$ cat src/rtl/mem_access_ctrl_pkg.sv
// Shared constants, controller state encoding and the access-start decode
// used by the MEM-stage data-memory access controller.
package mem_access_ctrl_pkg;

    localparam int MAC_ADDR_W  = 22;
    localparam int MAC_DATA_W  = 32;
    localparam int MAC_TIMEOUT = 255;
    localparam int MAC_CNT_W   = 8;

    typedef enum logic [1:0] {
        ST_IDLE  = 2'b00,
        ST_BUSY  = 2'b01,
        ST_DONE  = 2'b10,
        ST_DRAIN = 2'b11
    } mac_state_t;

    // A flushed or halted instruction never starts a memory transaction.
    function automatic logic mem_access_start(
        input logic rd,
        input logic wr,
        input logic flush,
        input logic hlt
    );
        return (rd | wr) & ~flush & ~hlt;
    endfunction

endpackage

$ cat src/rtl/mem_access_ctrl_if.sv
// Request/acknowledge bus between the access controller (master) and data memory (slave).
interface mem_access_ctrl_if
    import mem_access_ctrl_pkg::*;
#(
    parameter int ADDR_W = MAC_ADDR_W,
    parameter int DATA_W = MAC_DATA_W
);

    logic              req;
    logic              we;
    logic [ADDR_W-1:0] addr;
    logic [DATA_W-1:0] wdata;
    logic [DATA_W-1:0] rdata;
    logic              ack;

    modport master (
        output req,
        output we,
        output addr,
        output wdata,
        input  rdata,
        input  ack
    );

    modport slave (
        input  req,
        input  we,
        input  addr,
        input  wdata,
        output rdata,
        output ack
    );

endinterface

$ cat src/rtl/mem_access_ctrl_access_timeout_ctr.sv
// Wait counter for an outstanding access: cleared at issue, advanced on each
// un-acknowledged cycle, flags the last cycle allowed before abandoning.
module access_timeout_ctr
    import mem_access_ctrl_pkg::*;
#(
    parameter int               CNT_W = MAC_CNT_W,
    parameter logic [CNT_W-1:0] LIMIT = CNT_W'(MAC_TIMEOUT)
) (
    input  logic clk,
    input  logic rst,
    input  logic clr,
    input  logic en,
    output logic expire
);

    // Counter value n means n+1 BUSY cycles have elapsed, so LIMIT-1 is the last one.
    localparam logic [CNT_W-1:0] LAST = LIMIT - CNT_W'(1);

    logic [CNT_W-1:0] cnt_q;
    logic [CNT_W-1:0] cnt_d;

    always_comb begin
        cnt_d = cnt_q;
        if (clr) begin
            cnt_d = '0;
        end else if (en) begin
            cnt_d = cnt_q + CNT_W'(1);
        end
    end

    always_ff @(posedge clk or posedge rst) begin
        if (rst) begin
            cnt_q <= '0;
        end else begin
            cnt_q <= cnt_d;
        end
    end

    assign expire = (cnt_q == LAST);

endmodule

$ cat src/rtl/mem_access_ctrl.sv
// MEM-stage data-memory access controller: issues load/store requests, stalls the
// pipeline while an access is outstanding and selects the value MEM/WB captures.
module mem_access_ctrl
    import mem_access_ctrl_pkg::*;
#(
    parameter int ADDR_W  = MAC_ADDR_W,
    parameter int DATA_W  = MAC_DATA_W,
    parameter int TIMEOUT = MAC_TIMEOUT
) (
    input  logic              clk,
    input  logic              rst,
    input  logic              MEM_mem_read,
    input  logic              MEM_mem_write,
    input  logic [DATA_W-1:0] MEM_ALU_result,
    input  logic [DATA_W-1:0] MEM_store_data,
    input  logic              flush,
    input  logic              hlt,
    input  logic              ext_stall,
    mem_access_ctrl_if.master dmem,
    output logic [DATA_W-1:0] MEM_mem_result,
    output logic              mem_stall,
    output logic              dmem_err
);

    mac_state_t        state_q, state_d;
    logic [ADDR_W-1:0] addr_q, addr_d;
    logic [DATA_W-1:0] wdata_q, wdata_d;
    logic [DATA_W-1:0] rdata_q, rdata_d;
    logic              we_q, we_d;
    logic              kill_q, kill_d;
    logic              err_q, err_d;

    logic              access;
    logic              killed;
    logic              cnt_clr;
    logic              cnt_en;
    logic              cnt_expire;

    access_timeout_ctr #(
        .CNT_W (MAC_CNT_W),
        .LIMIT (MAC_CNT_W'(TIMEOUT))
    ) u_timeout (
        .clk    (clk),
        .rst    (rst),
        .clr    (cnt_clr),
        .en     (cnt_en),
        .expire (cnt_expire)
    );

    always_comb begin
        state_d        = state_q;
        addr_d         = addr_q;
        wdata_d        = wdata_q;
        rdata_d        = rdata_q;
        we_d           = we_q;
        kill_d         = kill_q;
        err_d          = err_q;
        mem_stall      = 1'b0;
        MEM_mem_result = MEM_ALU_result;
        cnt_clr        = 1'b0;
        cnt_en         = 1'b0;
        access         = mem_access_start(MEM_mem_read, MEM_mem_write, flush, hlt);
        // A flush arriving in the completing cycle still kills the instruction.
        killed         = kill_q | flush;

        case (state_q)
            ST_IDLE: begin
                if (access) begin
                    mem_stall = 1'b1;
                    addr_d    = MEM_ALU_result[ADDR_W-1:0];
                    wdata_d   = MEM_store_data;
                    we_d      = MEM_mem_write;
                    kill_d    = 1'b0;
                    cnt_clr   = 1'b1;
                    state_d   = ST_BUSY;
                end
            end

            ST_BUSY: begin
                mem_stall = 1'b1;
                if (flush) begin
                    kill_d = 1'b1;
                end
                if (dmem.ack) begin
                    if (!we_q) begin
                        rdata_d = dmem.rdata;
                    end
                    state_d = killed ? ST_DRAIN : ST_DONE;
                end else if (cnt_expire) begin
                    err_d   = 1'b1;
                    rdata_d = '0;
                    state_d = killed ? ST_DRAIN : ST_DONE;
                end else begin
                    cnt_en = 1'b1;
                end
            end

            ST_DONE: begin
                MEM_mem_result = we_q ? MEM_ALU_result : rdata_q;
                // Hold the finished result until the rest of the pipeline can move.
                if (flush) begin
                    state_d = ST_IDLE;
                end else if (!(ext_stall | hlt)) begin
                    state_d = ST_IDLE;
                end
            end

            ST_DRAIN: begin
                MEM_mem_result = '0;
                state_d        = ST_IDLE;
            end

            default: begin
                state_d = ST_IDLE;
            end
        endcase
    end

    always_ff @(posedge clk or posedge rst) begin
        if (rst) begin
            state_q <= ST_IDLE;
            addr_q  <= '0;
            wdata_q <= '0;
            rdata_q <= '0;
            we_q    <= 1'b0;
            kill_q  <= 1'b0;
            err_q   <= 1'b0;
        end else begin
            state_q <= state_d;
            addr_q  <= addr_d;
            wdata_q <= wdata_d;
            rdata_q <= rdata_d;
            we_q    <= we_d;
            kill_q  <= kill_d;
            err_q   <= err_d;
        end
    end

    // Request is a pure decode of the state flop so reset removes it without a clock.
    assign dmem.req   = (state_q == ST_BUSY);
    assign dmem.we    = dmem.req & we_q;
    assign dmem.addr  = addr_q;
    assign dmem.wdata = wdata_q;
    assign dmem_err   = err_q;

endmodule

$ cat src/flat_wrapper.sv
// flat-port wrapper written by rule: the top's interface ports become plain ports
module mem_access_ctrl_flat import mem_access_ctrl_pkg::*;
#(
    parameter int ADDR_W  = MAC_ADDR_W,
    parameter int DATA_W  = MAC_DATA_W,
    parameter int TIMEOUT = MAC_TIMEOUT
)
  (clk, rst, MEM_mem_read, MEM_mem_write, MEM_ALU_result, MEM_store_data, flush, hlt, ext_stall, MEM_mem_result, mem_stall, dmem_err, dmem_req, dmem_we, dmem_addr, dmem_wdata, dmem_rdata, dmem_ack);
  mem_access_ctrl_if #(.ADDR_W(ADDR_W), .DATA_W(DATA_W)) dmem_i ();
  input  logic clk;
  input  logic rst;
  input  logic MEM_mem_read;
  input  logic MEM_mem_write;
  input  logic [DATA_W-1:0] MEM_ALU_result;
  input  logic [DATA_W-1:0] MEM_store_data;
  input  logic flush;
  input  logic hlt;
  input  logic ext_stall;
  output logic [DATA_W-1:0] MEM_mem_result;
  output logic mem_stall;
  output logic dmem_err;
  output wire logic [$bits(dmem_i.req)-1:0] dmem_req;
  output wire logic [$bits(dmem_i.we)-1:0] dmem_we;
  output wire logic [$bits(dmem_i.addr)-1:0] dmem_addr;
  output wire logic [$bits(dmem_i.wdata)-1:0] dmem_wdata;
  input wire logic [$bits(dmem_i.rdata)-1:0] dmem_rdata;
  input wire logic [$bits(dmem_i.ack)-1:0] dmem_ack;
  assign dmem_req = dmem_i.req;
  assign dmem_we = dmem_i.we;
  assign dmem_addr = dmem_i.addr;
  assign dmem_wdata = dmem_i.wdata;
  assign dmem_i.rdata = dmem_rdata;
  assign dmem_i.ack = dmem_ack;
  mem_access_ctrl #(.ADDR_W(ADDR_W), .DATA_W(DATA_W), .TIMEOUT(TIMEOUT)) u_core (.clk(clk), .rst(rst), .MEM_mem_read(MEM_mem_read), .MEM_mem_write(MEM_mem_write), .MEM_ALU_result(MEM_ALU_result), .MEM_store_data(MEM_store_data), .flush(flush), .hlt(hlt), .ext_stall(ext_stall), .dmem(dmem_i), .MEM_mem_result(MEM_mem_result), .mem_stall(mem_stall), .dmem_err(dmem_err));
endmodule
$ cat config.mk
export PLATFORM = sky130hd
export DESIGN_NAME = mem_access_ctrl_flat
export DESIGN_NICKNAME = d
export VERILOG_FILES = /design/src/rtl/mem_access_ctrl_pkg.sv /design/src/rtl/mem_access_ctrl_if.sv /design/src/rtl/mem_access_ctrl_access_timeout_ctr.sv /design/src/rtl/mem_access_ctrl.sv /design/src/flat_wrapper.sv
export SDC_FILE = /design/constraint.sdc
export NUM_CORES = 1
export LEC_CHECK = 0
export ABC_CLOCK_PERIOD_IN_PS = 2700
export BUFFER_PORTS_ARGS = -buffer_cell sky130_fd_sc_hd__buf_2
export CORE_ASPECT_RATIO = 2
export CORE_UTILIZATION = 42
export CTS_BUF_LIST = sky130_fd_sc_hd__clkbuf_16
export CTS_CLUSTER_DIAMETER = 200
export DETAILED_ROUTE_END_ITERATION = 16
export GPL_TIMING_DRIVEN = 0
export PLACE_DENSITY = 0.76
export SYNTH_ARGS = -nofsm -noshare
export SYNTH_HDL_FRONTEND = slang
export SYNTH_HIERARCHICAL = 1
export SYNTH_SLANG_ARGS = --single-unit
$ cat constraint.sdc
create_clock -name clk -period 2.7 [get_ports clk]
set_input_delay 0.27 -clock clk [delete_from_list [all_inputs] [get_ports clk]]
set_output_delay 0.27 -clock clk [all_outputs]
set_load 0.005 [all_outputs]
Yosys cells after proc, flatten, opt, wreduce, memory -nomap -nowiden:

Index checks and enable logic that the tools add are counted.

* memories kept: 0
* input port bits: 104
* bits in latches: 0
* RAM bits: 0
* bits in registers: 99
* memory bits (read-only): 0

* shift operators: 0
* $add $sub $neg: 1
* multiplexer cells: 23
* magnitude comparators: 0
* multipliers: 0
* bitwise operators: 9
* equality and inequality tests: 9
* div/mod/pow operators: 0
* reductions and logical operators: 9

Operator list (count)
* 32-bit two-way mux: 4
* 32-bit one-hot mux with 2 select lines: 1
* 8-bit two-way mux: 2
* 3-bit AND reduction: 4
* 2-bit two-way mux: 5
* 8-bit by 1-bit adder with 8-bit output (second input constant): 1
* 8-bit equality test (second input constant): 1
* 1-bit two-way mux: 8
* 2-bit one-hot mux with 4 select lines: 1
* 3-bit inequality test (second input constant): 2
* 2-bit nonzero test: 3
* 2-bit equality test (second input constant): 2
* 2-bit inequality test (second input constant): 2
* 1-bit one-hot mux with 2 select lines: 2
* 1-bit bitwise AND: 3
* 1-bit inverter: 3
* 1-bit bitwise OR: 3
* 2-bit by 1-bit equality test with 1-bit output (second input constant): 1
* 2-bit logical NOT: 1
* 2-bit by 1-bit inequality test with 1-bit output (second input constant): 1
* 2-bit AND reduction: 1

Logic depth before layout (Yosys ltp):

Gate-level depths: netlist of run 1.

* depth after elaboration: 6
* mapped depth: 9
* depth with buffers taken out: 8

By module:

Netlist of run 1, hierarchy kept.

By module, submodules not included
* mem_access_ctrl: instances 1, cells each 256, area an instance 3709.8 µm²
* access_timeout_ctr: instances 1, cells each 42, area an instance 406.6 µm²

Worst setup path before layout of run 1:

Ideal clock, no wire load.

* path type: reg-to-reg
* start point: reg u_core.u_timeout.cnt_q[0]
* end point: reg u_core.u_timeout.cnt_q[7]
* data required time: 2622 ps
* buffers on the path: 1
* arrival time: 1703 ps
* library setup time: 78 ps
* stages on the path, launching flop included: 10
* slack: 919 ps
* cells stage by stage: dfrtp_1 inv_1 ha_1 nand3_1 nor2_1 nor3_1 buf_2 nand3_1 or4_1 a21oi_1

* word-level cells in the longest chain between the ends: 5
* elaborated cells on any way between the ends: 8

RTL lines
* from (decl): RTL line mem_access_ctrl_access_timeout_ctr.sv:19 `logic [CNT_W-1:0] cnt_q;`
* from (signal assigned): RTL line mem_access_ctrl_access_timeout_ctr.sv:35 `cnt_q <= cnt_d;`
* 8-bit equality test: RTL line mem_access_ctrl_access_timeout_ctr.sv:39 `assign expire = (cnt_q == LAST);`
* net u_core.cnt_expire: RTL line mem_access_ctrl.sv:37 `logic cnt_expire;`
* 1-bit two-way mux: RTL line mem_access_ctrl.sv:89 `end else if (cnt_expire) begin`
* 1-bit two-way mux: RTL line mem_access_ctrl.sv:84 `if (dmem.ack) begin`
* 1-bit two-way mux: RTL line mem_access_ctrl.sv:66 `case (state_q)`
* net u_core.cnt_en: RTL line mem_access_ctrl.sv:36 `logic cnt_en;`
* 2-bit nonzero test (no line)

The timed path passes the listed nets, and every way through them passes these cells. The select of a mux whose other input is x is not followed.
A chain may end at the register's enable or synchronous reset.

Worst setup path in the final report of run 1:

* start point: reg u_core.state_q[0]
* end point: out MEM_mem_result[8]

* word-level cells in the longest chain between the ends: 2
* elaborated cells on any way between the ends: 3

RTL lines
* from (decl): RTL line mem_access_ctrl.sv:25 `mac_state_t state_q, state_d;`
* from (signal assigned): RTL line mem_access_ctrl.sv:129 `state_q <= state_d;`
* 2-bit equality test: RTL line mem_access_ctrl.sv:66
* 32-bit one-hot mux with 2 select lines *: RTL line mem_access_ctrl.sv:66
* to (decl): RTL line flat_wrapper.sv:19 `output logic [DATA_W-1:0] MEM_mem_result;`

Mark *: on every way between the ends. The rest lies on a longest branch, timed or not.

==> metrics, run 1 <==
Synth cell types 33; Worst-path clk slew 0.07 ns; post-synthesis register bit count 99; DR vias ~3300; number of global-route vias before repair 3551; Leakage 2.83 nW; WL final around 11000 um; Syn Nets between 400 and 500; Final Util 59.1%; Worst-Skew Late Latency 0.33 ns; GR peak layer met2; routability congestion estimate 0.825; CP startpoint u_core/state_q[0]; clk buf depth 2; Die Span Y 142 um; quantity of I/O buffers inserted on ports 193; met3 Track Usage GR 4.82%; Max Slew Vio Count 0; Crit. End Element output pin; CTS tree done; max-cap violations 0; critical path data required time around 2.4 ns; final setup TNS 0 ns; RSZ-0062 raised after global routing no; H-tree Lvls 3; Avg Synthesized Cell Area 13.8 um^2; Arrival @ worst endpoint 2.18 ns; worst setup path end MEM_mem_result[8]; DP Wirelength roughly 8500 um; endpoints failing setup 0; DRT antenna net count 0; yosys synthesis warning count 6; Root Buffer clkbuf_16; cts bufs inserted 9; startpoint types register; Core Rows 50; final hold vios 0; clock skew 0.00494 ns; total congestion overflow 0; met2 Usage GRT 42.4%; Tcrit/Tclk final 90.9%; Antenna Cells 0; Worst Path Max Fanout 10; RR Endpoint u_core/u_timeout/cnt_q[7]; initial DRC count roughly 160; WS Path Type register to output pin; WL/cell about 17 um; post-DR vias/cell 5.22; total track usage 22.5%; synthesized cell area 4120 um^2; first-pass GRT wire length about 17000 um; io pins 194; min Tclk post-route 2.45 ns; status finished clean; core footprint about 9400 um^2; die area 10200 um^2; die width 72.0 um; TritonRoute pass-1 iters 4; Max VDD drop between 0.0004 and 0.0005 V; Syn-to-layout area delta 35.5%; sequential share of the synthesized area 60.2%; power per cell area 1050 nW/um^2; FF-to-FF path depth 9; type of the worst min-delay path input pin to register; Post-Synthesis Cells a little under 300; worst reg2reg path startpoint u_core/u_timeout/cnt_q[0]; Worst-Margin Slew 0.669 ns; Sink Count 99; initial core utilization between 40 and 50%; Reg2Reg Setup Slack 0.61 ns; Worst slew margin 55.4%; met1 GRT Util 22.9%; initial antenna violation count 0; nets@finish between 600 and 700; pin count of the biggest net entering global routing 55; Hold WS 0.145 ns; DRC Markers 0; layout cells sized above 1 roughly half; Achievable Freq roughly 410 MHz
## power by group
part           switching, W  internal (W)  leakage (nW)  total, W
logic              0.000923       0.00114          1.47   0.00207
registers          0.000391       0.00217          1.21   0.00256
clock network      0.000536      0.000716         0.149   0.00125
## cell usage in the layout (no fill, tap or decap), types with 2 or more instances in the layout
master,netlist,final
buf_6,3,3
mux2_2,27,27
a21oi_1,4,4
nand3_1,3,3
o21ai_1,2,2
clkbuf_1,7,7
nor2b_1,2,2
clkbuf_16,0,9
o21ai_0,3,3
xor2_1,3,3
nor2_1,12,12
clkinv_4,0,2
a22o_1,65,65
buf_2,11,204
or3_1,2,2
mux2_1,28,28
ha_1,2,2
inv_1,7,7
a211oi_1,2,2
nand4_1,2,2
dfrtp_1,99,99
## metrics by stage
stage | cell area [um^2] | total power [W] | setup slack [ns] | cells
6_report | 5580 | 0.00588 | 0.245 | 639
5_1_grt | 5580 | 0.00626 | 0.124 | 639
4_1_cts | 5580 | 0.00595 | 0.248 | 639
3_5_place_dp | 5280 | 0.00467 | 0.611 | 622
3_3_place_gp | 5250 | 0.00455 | -0.861 | 621
2_1_floorplan | 4120 | 0.00367 | 0.0664 | 298
## layout make-up
class,count,area (um^2)
plain buffers,21,115
clock buffers,9,225
clock inverters,7,68.8
fillers,785,3870
inverters,8,32.5
multi-input cells,170,1490
flip-flops and latches,99,2480
well taps,130,163
repair buffers,195,1000
## layer usage
metal  part of all wire [%]  up-vias
met5                      0        -
met4                    3.4        0
met3                    5.1       27
met2                     56      136
met1                     35     1644
li1                       -     1530
## flip-flops by register name (all words and copies together) (netlist names)
name / flops
u_core/state_q: 2
u_core/we_q: 1
u_core/dmem_err: 1
u_core/u_timeout/cnt_q: 8
u_core/dmem.wdata: 32
u_core/dmem.addr: 22
u_core/rdata_q: 32
u_core/kill_q: 1
## repair_timing
item / 4_1_cts / 5_1_grt
hold buffers: 1 / 0
endpoints found under the setup margin: 0 / 0
endpoints found under the hold margin: 45 / 0
buffers inserted: 0 / 0
resized for setup: 0 / 0
## worst min path at each step
stage | from | end | slack, ns | cells past startpoint
finish | MEM_store_data[8] | u_core/dmem.wdata[8] | 0.14 | 2
floorplan | rst | u_core/u_timeout/cnt_q[0] | 0.09 | 1
CTS | MEM_store_data[22] | u_core/dmem.wdata[22] | 0.13 | 2
global route | dmem_rdata[27] | u_core/rdata_q[27] | 0.13 | 2
global placement | rst | u_core/u_timeout/cnt_q[1] | 0.24 | 2
detailed placement | rst | u_core/u_timeout/cnt_q[1] | 0.27 | 2
## Yosys cell counts
cell type / number / area [um^2]
nand3_1: 3 / 15.0
nor3_1: 1 / 5.00
nand2b_2: 1 / 8.76
buf_2: 11 / 55.1
and2_1: 1 / 6.26
xor2_1: 3 / 26.3
o21ai_0: 3 / 15.0
inv_1: 7 / 26.3
dfrtp_1: 99 / 2480
nand2b_1: 1 / 6.26
clkbuf_1: 7 / 26.3
inv_2: 1 / 3.75
a21oi_1: 4 / 20.0
nand2_1: 1 / 3.75
nor4_1: 1 / 6.26
mux2_2: 27 / 304
o32ai_1: 1 / 8.76
xnor2_1: 1 / 8.76
o211ai_1: 1 / 7.51
a22o_1: 65 / 569
nand4_2: 1 / 12.5
nor2b_1: 2 / 12.5
o31ai_1: 1 / 7.51
buf_6: 3 / 33.8
mux2_1: 28 / 315
o21ai_1: 2 / 10.0
ha_1: 2 / 25.0
a21o_1: 1 / 7.51
nand4_1: 2 / 12.5
a211oi_1: 2 / 15.0
or4_1: 1 / 7.51
or3_1: 2 / 12.5
nor2_1: 12 / 45.0
## cell families after synthesis
| group | after synthesis | synth area share (%) |
|---|---|---|
| AO/OA/AOI/OAI | 80 | 16.0 |
| XOR/XNOR | 4 | 0.851 |
| adder cells (fa/ha/maj) | 2 | 0.608 |
| buffers and inverters | 29 | 3.53 |
| flip-flops | 99 | 60.2 |
| multiplexers | 55 | 15.0 |
| AND/OR/NAND/NOR | 29 | 3.74 |
## critical path, stage by stage (launching register included)
cell      delay, ns
dfrtp_1        0.43
nand2b_1       0.20
nor2_1         0.30
clkbuf_1       0.56
a22o_1         0.22
buf_2          0.12
No activity file was read; power rests on OpenSTA's default activity.
==> inputs of run 2 (changes only) <==
--- a/config.mk
+++ b/config.mk
@@ -6,7 +6,8 @@
 export NUM_CORES = 1
 export LEC_CHECK = 0
 export ABC_CLOCK_PERIOD_IN_PS = 2700
-export BUFFER_PORTS_ARGS = -buffer_cell sky130_fd_sc_hd__buf_2
+export BUFFER_PORTS_ARGS = -buffer_cell sky130_fd_sc_hd__buf_4
+export CAP_MARGIN = 30
 export CORE_ASPECT_RATIO = 2
 export CORE_UTILIZATION = 42
 export CTS_BUF_LIST = sky130_fd_sc_hd__clkbuf_16
==> run 2 against run 1 <==
Against the previous run:
- core utilization rose by 5.4 points
- clock skew rose by 0.0036 ns
- via count fell by 0.99%
- largest power group unchanged
==> metrics, run 2 (synthesis gave the netlist of run 1 again) <==
first-pass GRT wire length 17900 um (was 17400 um); most frequent cells in the layout buf_4 (193), dfrtp_1 (99), a22o_1 (65) (was buf_2 (204), dfrtp_1 (99), a22o_1 (65)); initial DRC count 97 (was 164); Arrival @ worst endpoint 2.19 ns (was 2.18 ns); power per cell area 1040 nW/um^2 (was 1050 nW/um^2); min Tclk post-route 2.46 ns (was 2.45 ns); Setup Buffers After CTS 0 (unchanged); Leakage 2.99 nW (was 2.83 nW); die area 10200 um^2 (unchanged); H-tree Lvls 3 (unchanged); RSZ-0062 raised after global routing no (unchanged); Worst-Skew Late Latency 0.33 ns (about the same); startpoint types register (unchanged); Achievable Freq 407 MHz (about the same); Worst-Margin Slew 0.625 ns (was 0.669 ns); status finished clean (unchanged); Final Util 64.4% (was 59.1%); total power 0.00635 W (was 0.00588 W); Max VDD drop 0.000469 V (was 0.000488 V); endpoints failing setup 0 (unchanged); die width 72.0 um (unchanged); final hold vios 0 (unchanged); TritonRoute pass-1 iters 4 (unchanged); Die Span Y 142 um (unchanged); WS Path Type register to output pin (unchanged); Crit. End Element output pin (unchanged); clk buf depth 2 (unchanged); Core Rows 50 (unchanged); Antenna Cells 0 (unchanged); Root Buffer clkbuf_16 (unchanged); io pins 194 (unchanged); Worst Path Max Fanout 10 (unchanged); Worst-path clk slew 0.07 ns (about the same); DR vias 3304 (was 3337); DRC Markers 0 (unchanged); DP Wirelength 8890 um (was 8520 um); Max Slew Vio Count 0 (unchanged); total congestion overflow 0 (unchanged); pin count of the biggest net entering global routing 61 (was 55); CTS tree done (unchanged); total track usage 23.3% (was 22.5%); Worst slew margin 58.3% (was 55.4%); Syn-to-layout area delta 47.8% (was 35.5%); layout cells sized above 1 49.7% (unchanged); max-cap violations 0 (unchanged); clock skew 0.00857 ns (was 0.00494 ns); initial core utilization 43.6% (unchanged); post-DR vias/cell 5.17 (was 5.22); routability congestion estimate 0.854 (was 0.825); Tcrit/Tclk final 91.1% (was 90.9%); critical path data required time 2.43 ns (about the same); WL final 11300 um (was 11000 um); DRT antenna net count 0 (unchanged); WL/cell 17.7 um (was 17.2 um); initial antenna violation count 0 (unchanged); type of the worst min-delay path input pin to register (unchanged); Sink Count 99 (unchanged); core footprint 9450 um^2 (unchanged); quantity of I/O buffers inserted on ports 193 (unchanged); number of global-route vias before repair 3560 (was 3551); most common cell after layout, fill and taps aside buf_4 (was buf_2); cts bufs inserted 9 (unchanged); post-CTS sizing 0 (unchanged); Hold WS 0.143 ns (was 0.145 ns); nets@finish 610 (unchanged)
## run 2: cell types whose count changed in the layout (fill, tap and decap cells not counted), sizes merged
cell,delta
clkinv,-2
clkinvlp,+1
bufinv,+1
## run 2: area by class of cell
| type | count | area (um^2) |
|---|---|---|
| Sequential cell | 99 | 2480 |
| Fill cell | 756 | 3360 |
| Buffer | 21 | 115 |
| Inverter | 8 | 32.5 |
| Clock inverter | 7 | 92.6 |
| Tap cell | 130 | 163 |
| Timing Repair Buffer | 195 | 1490 |
| Multi-Input combinational cell | 170 | 1490 |
| Clock buffer | 9 | 225 |
## run 2: per-stage QoR
| stage | area, um^2 | TNS [ns] | instances | setup WS (ns) |
|---|---|---|---|---|
| after CTS | 6090 | 0 | 639 | 0.210 |
| after floorplan | 4120 | 0 | 298 | 0.0664 |
| final | 6090 | 0 | 639 | 0.241 |
| after global routing | 6090 | 0 | 639 | 0.125 |
| after detailed placement | 5760 | 0 | 622 | 0.601 |
| after global placement | 5730 | -87.08 | 621 | -0.962 |
## run 2: path summary, 6_finish.rpt
path | from | to | slack [ns] | cells past startpoint
worst max-delay path | u_core/state_q[0] | MEM_mem_result[20] | 0.24 | 5
worst min-delay path | MEM_store_data[16] | u_core/dmem.wdata[16] | 0.14 | 2
worst max register to register | u_core/u_timeout/cnt_q[0] | u_core/u_timeout/cnt_q[7] | 0.68 | 9
worst min register to register | u_core/dmem_err | u_core/dmem_err | 0.48 | 1
max in group asynchronous | rst | u_core/dmem.addr[2] | 1.56 | 4
min in group asynchronous | rst | u_core/u_timeout/cnt_q[0] | 0.46 | 3
## run 2: timing repair
item / CTS / global route
endpoints found under the setup margin: 0 / 0
hold buffers: 1 / 0
endpoints found under the hold margin: 39 / 0
## run 2: worst max-delay path, stage by stage (launching register included)
cell,delay [ns]
dfrtp_1,0.44
nand2b_1,0.20
nor2_1,0.33
clkbuf_1,0.54
a22o_1,0.23
buf_4,0.11
## run 2: routing by layer
metal | global-route usage (%) | routed length (um)
met2 | 43.4 | 6470
met5 | 0 | 0
met4 | 11.5 | 381
met1 | 24.3 | 3920
met3 | 4.18 | 526
## run 2: power by group
group          internal [W]  total (W)  switching [W]
combinational       0.00148    0.00241       0.000932
clock              0.000810    0.00135       0.000540
sequential          0.00217    0.00258       0.000414
total               0.00446    0.00635        0.00189
